### src/rtl/logic_tile_config_chain.sv
// Logic tile configuration chain.
// Multi-lane serial shift-in feeds a CONFIG_WIDTH-bit chain. A commit copies
// the chain into the active register only when exactly WORDS words were
// shifted. A capture reloads the chain from the active register for readback.
module logic_tile_config_chain #(
  parameter int unsigned CONFIG_WIDTH = 524,
  parameter int unsigned SERIAL_WIDTH = 1
) (
  input  logic                                                 config_clock,
  input  logic                                                 config_nreset,
  input  logic                                                 config_enable,
  input  logic [SERIAL_WIDTH-1:0]                              config_in,
  output logic [SERIAL_WIDTH-1:0]                              config_out,
  input  logic                                                 config_commit,
  input  logic                                                 config_capture,
  output logic [CONFIG_WIDTH-1:0]                              config_data,
  output logic [$clog2(CONFIG_WIDTH/SERIAL_WIDTH+2)-1:0]       config_count,
  output logic                                                 config_valid,
  output logic                                                 config_error
);

  localparam int unsigned WORDS = CONFIG_WIDTH / SERIAL_WIDTH;
  localparam int unsigned CW    = $clog2(WORDS + 2);

  // Count value that marks an exact image, and the saturated overshift value.
  localparam logic [CW-1:0] CNT_FULL = CW'(WORDS);
  localparam logic [CW-1:0] CNT_OVER = CW'(WORDS + 1);

  // Elaboration guard: the chain must hold a whole number of words.
  generate
    if ((CONFIG_WIDTH % SERIAL_WIDTH) != 0) begin : g_bad_width
      $error("CONFIG_WIDTH must be a multiple of SERIAL_WIDTH");
    end
  endgenerate

  logic [CONFIG_WIDTH-1:0] sr_q,    sr_d;
  logic [CONFIG_WIDTH-1:0] data_q,  data_d;
  logic [CW-1:0]           count_q, count_d;
  logic                    valid_q, valid_d;
  logic                    error_q, error_d;
  logic [CONFIG_WIDTH-1:0] sr_shift;

  // Chain contents after one word shift; a single-word chain simply reloads.
  generate
    if (SERIAL_WIDTH == CONFIG_WIDTH) begin : g_single_word
      assign sr_shift = config_in;
    end else begin : g_multi_word
      assign sr_shift = {sr_q[CONFIG_WIDTH-SERIAL_WIDTH-1:0], config_in};
    end
  endgenerate

  // Next-state selection with priority commit > capture > shift > hold.
  always_comb begin
    sr_d    = sr_q;
    data_d  = data_q;
    count_d = count_q;
    valid_d = valid_q;
    error_d = error_q;
    if (config_commit) begin
      if (count_q == CNT_FULL) begin
        data_d  = sr_q;
        valid_d = 1'b1;
        error_d = 1'b0;
      end else begin
        error_d = 1'b1;
      end
      count_d = '0;
    end else if (config_capture) begin
      sr_d    = data_q;
      count_d = CNT_FULL;
    end else if (config_enable) begin
      sr_d = sr_shift;
      if (count_q != CNT_OVER) begin
        count_d = count_q + CW'(1);
      end
    end
  end

  // State registers; synchronous active-low reset wins over everything.
  always_ff @(posedge config_clock) begin
    if (!config_nreset) begin
      sr_q    <= '0;
      data_q  <= '0;
      count_q <= '0;
      valid_q <= 1'b0;
      error_q <= 1'b0;
    end else begin
      sr_q    <= sr_d;
      data_q  <= data_d;
      count_q <= count_d;
      valid_q <= valid_d;
      error_q <= error_d;
    end
  end

  // Top word of the chain drives the daisy-chain output.
  assign config_out   = sr_q[CONFIG_WIDTH-1 -: SERIAL_WIDTH];
  assign config_data  = data_q;
  assign config_count = count_q;
  assign config_valid = valid_q;
  assign config_error = error_q;

endmodule

### config.mk
export PLATFORM = sky130hd
export DESIGN_NAME = logic_tile_config_chain
export DESIGN_NICKNAME = d
export VERILOG_FILES = /design/src/rtl/logic_tile_config_chain.sv
export SDC_FILE = /design/constraint.sdc
export NUM_CORES = 2
export LEC_CHECK = 0
export BUFFER_PORTS_ARGS = -buffer_cell sky130_fd_sc_hd__buf_4
export CAP_MARGIN = 25
export CORE_MARGIN = 4
export CORE_UTILIZATION = 40
export DETAILED_ROUTE_END_ITERATION = 7
export SYNTH_ARGS = -nofsm -noshare
export SYNTH_HDL_FRONTEND = slang
export SYNTH_SLANG_ARGS = --single-unit
### constraint.sdc
create_clock -name config_clock -period 2.28 [get_ports config_clock]
set_input_delay 0.342 -clock config_clock [delete_from_list [all_inputs] [get_ports config_clock]]
set_output_delay 0.342 -clock config_clock [all_outputs]
set_load 0.05 [all_outputs]
==> flow_summary.yaml <==
route:
  drt_wl_total_mm: 115.6
  drt-initial-drc-count: 1967
  drtPass1Iterations: 6
  viasPerCell: 5.197
  antenna_left: 0
  wl_per_cell_um: 17.26
  drc: 0
  vias: 34790
pwr:
  p_leak_nw: 26.73
  peakVddDrop_v: 0.0005947
  powerDensity_mw_per_mm2: 735.3
global_route:
  track_usage: 0.1803
  grt_pass1_vias: 32030
  antenna_found_initial: 1
  grt_overflow: 0
  grt_max_degree: 119
  grt_pass1_wl_mm: 182.5
logic_synthesis:
  synth.ff_latch_count: 1060
  synth_area_mm2: 0.04679
  avgSynthCellArea_um2: 9.891
  syn_nets: 4740
  ys_seq_area_frac: 0.4535
  synthCells: 4731
  synth_area_leaders: "dfxtp_1 45%, mux2i_1 11%, o211a_1 11%, nand3_2 11%, nand2_1 8.5%"
  synth.largest_area_cell: "dfxtp_1"
  synth_ff_type: "dfxtp_1"
  synth_warnings: 0
  synth.top_cell.area_share: 0.4535
  ys_types: 37
  synth-edff-count: 0
  synth_async_sr_flop_share: 0
finish:
  fin_cells: 6694
  nNetsFinal: 5082
  drive_gt1_frac: 0.2818
  final_cell_mix: "1,060 x dfxtp_1, 1,056 x nand2_1, 616 x buf_4"
  layout.area.seq_mm2: 0.02122
  fillers: 10920
  diodes: 0
  area_delta_synth_final_pct: 19.50
  multi_input_area_mm2: 0.02290
  final_common_cell: "dfxtp_1"
setup_path:
  startpoint_type: "flip-flop"
  cp.arrival_ns: 2.72
  crit_path_max_incr_delay_ns: 0.44
  cp_num_buf_inv: 5
  cp-end-kind: "flip-flop"
  slowest_stage: "buf_4"
  critPathKind: "reg2reg"
  crit_path_max_fanout: 35
  cp_cell_sequence: "inv_1, ha_1, nor4bb_1, nand4_1, buf_4, buf_12, buf_12, buf_4, o21ai_1"
  crit_family: "buffers and inverters"
  crit_required_ns: 2.84
timing:
  min_period_over_period: 0.9486
  hold_viol: 0
  finalMaxSlewViolations: 0
  setup_slack_ns: 0.1172
  setup_viol: 0
  rsz0062_at_grt: "no"
  fmax_mhz: 462.4
  skew_ns: 0.01997
  max_slew_margin: 0.5977
  tightest_slew_ns: 0.6035
  period_needed_ns: 2.163
  fin_tns_setup_ns: 0
place:
  place_ws_ns: 0.02638
  dp_cells: 6474
  portBuffers: 542
  gp_congestion: 0.7966
  place_hpwl_mm: 76.99
floorplan:
  num_rows: 125
  io_pins: 543
  fp.dieW_um: 350.0
  start_util: 0.4027
  dieArea_mm2: 0.1225
  core_area_mm2: 0.1162
  die_y_um: 350.0
min_path:
  hold_path.class: "in2reg"
job:
  maxCapViolations: 0
clocking:
  cts_inserted_buffers: 117
  cts_tree: "yes"
  cts_sinks: 1060
  htree_levels: 3
  insertion_delay_ns: 0.70
  cts_root_buffer: "clkbuf_16"
  clk_pin_slew_ns: 0.06
  clk_path_buf_depth: 3
status:
  status: "completed"
-- power breakdown --
group          leakage (nW)  total [mW]  internal (mW)  switching, mW
logic                  16.2        2.85           1.18           1.67
registers              8.64        19.7           19.2          0.496
clock network          1.89        18.6           10.9           7.70
total                  26.7        41.1           31.2           9.87
-- sequential cells by signal (all words and copies together), names as in the netlist --
name / cells
config_data: 524
sr_q: 524
config_count: 10
config_error: 1
config_valid: 1
-- layer usage --
metal	GRT usage	vias to the layer above	share of wire
met1	0.2378	16640	0.45
li1	-	17380	-
met2	0.2904	601	0.46
met4	0.05476	0	0.029
met5	0	-	0
met3	0.04647	168	0.058
-- path summary, 6_finish.rpt --
| check | from | to | slack (ns) | cells after the start |
|---|---|---|---|---|
| worst min register to register | sr_q[204]$_SDFFE_PN0P_ | config_data[204]$_SDFFE_PN0P_ | 0.46 | 2 |
| worst max-delay path | config_count[1]$_SDFFE_PP0P_ | config_data[261]$_SDFFE_PN0P_ | 0.12 | 9 |
| worst max register to register | config_count[1]$_SDFFE_PP0P_ | config_data[261]$_SDFFE_PN0P_ | 0.12 | 9 |
| worst min-delay path | config_nreset | sr_q[414]$_SDFFE_PN0P_ | 0.11 | 2 |
-- synth_stat cells (2+ instances only) --
cell / count
nor2_1: 11
buf_12: 5
nand3_2: 500
or3_1: 2
nand2b_1: 3
buf_6: 4
ha_1: 3
inv_1: 3
o21ai_2: 87
nor3_1: 4
a21oi_1: 3
buf_1: 17
nand4_1: 4
o211a_1: 524
nand3_1: 24
mux2i_1: 525
buf_2: 189
nand2_1: 1056
o21ai_0: 3
xnor2_1: 4
buf_8: 51
clkbuf_1: 199
o21ai_1: 437
dfxtp_1: 1060
-- worst register-to-register path, cell delays in order (launching register included) --
cell	delay (ns)
dfxtp_1	0.41
inv_1	0.09
ha_1	0.19
nor4bb_1	0.14
nand4_1	0.11
buf_4	0.16
buf_12	0.16
buf_12	0.18
buf_4	0.45
o21ai_1	0.16
-- kinds of logic (layout without fill, tap and decap cells) --
logic type / Yosys count / count (layout) / share of synthesized area
AND/OR/NAND/NOR: 1610 / 1610 / 0.1981
flip-flops: 1060 / 1060 / 0.4535
AO/OA/AOI/OAI: 1059 / 1059 / 0.1770
multiplexers: 525 / 525 / 0.1123
buffers and inverters: 469 / 908 / 0.05736
XOR/XNOR: 5 / 5 / 0.0009358
adder cells (fa/ha/maj): 3 / 3 / 0.0008023
-- final cells by class --
cell class | instances | share of cell area
multi-input cells | 3202 | 0.4094
flip-flops and latches | 1060 | 0.3795
repair buffers | 689 | 0.1082
clock buffers | 181 | 0.06207
well taps | 1524 | 0.03410
clock inverters | 35 | 0.006511
inverters | 3 | 0.0002014
-- metrics by stage --
stage / hold slack, ns / total power [mW] / area, µm² / utilization
floorplan: 0.4408 / 22.22 / 46790 / -
global placement: 0.4511 / 22.88 / 52040 / 0.4478
detailed placement: 0.4529 / 22.94 / 52040 / 0.4478
CTS: 0.05368 / 41.78 / 55910 / 0.4811
global route: 0.07666 / 42.92 / 55920 / 0.4812
finish: 0.1051 / 41.11 / 55920 / 0.4812
-- repair_timing --
item | in CTS | in global routing
hold buffers | 3 | 0
hold endpoints to repair | 6 | 0
endpoints found under the setup margin | 0 | 86
buffers inserted | 0 | 1
resized for setup | 0 | 1
(Power assumes the default switching activity.)
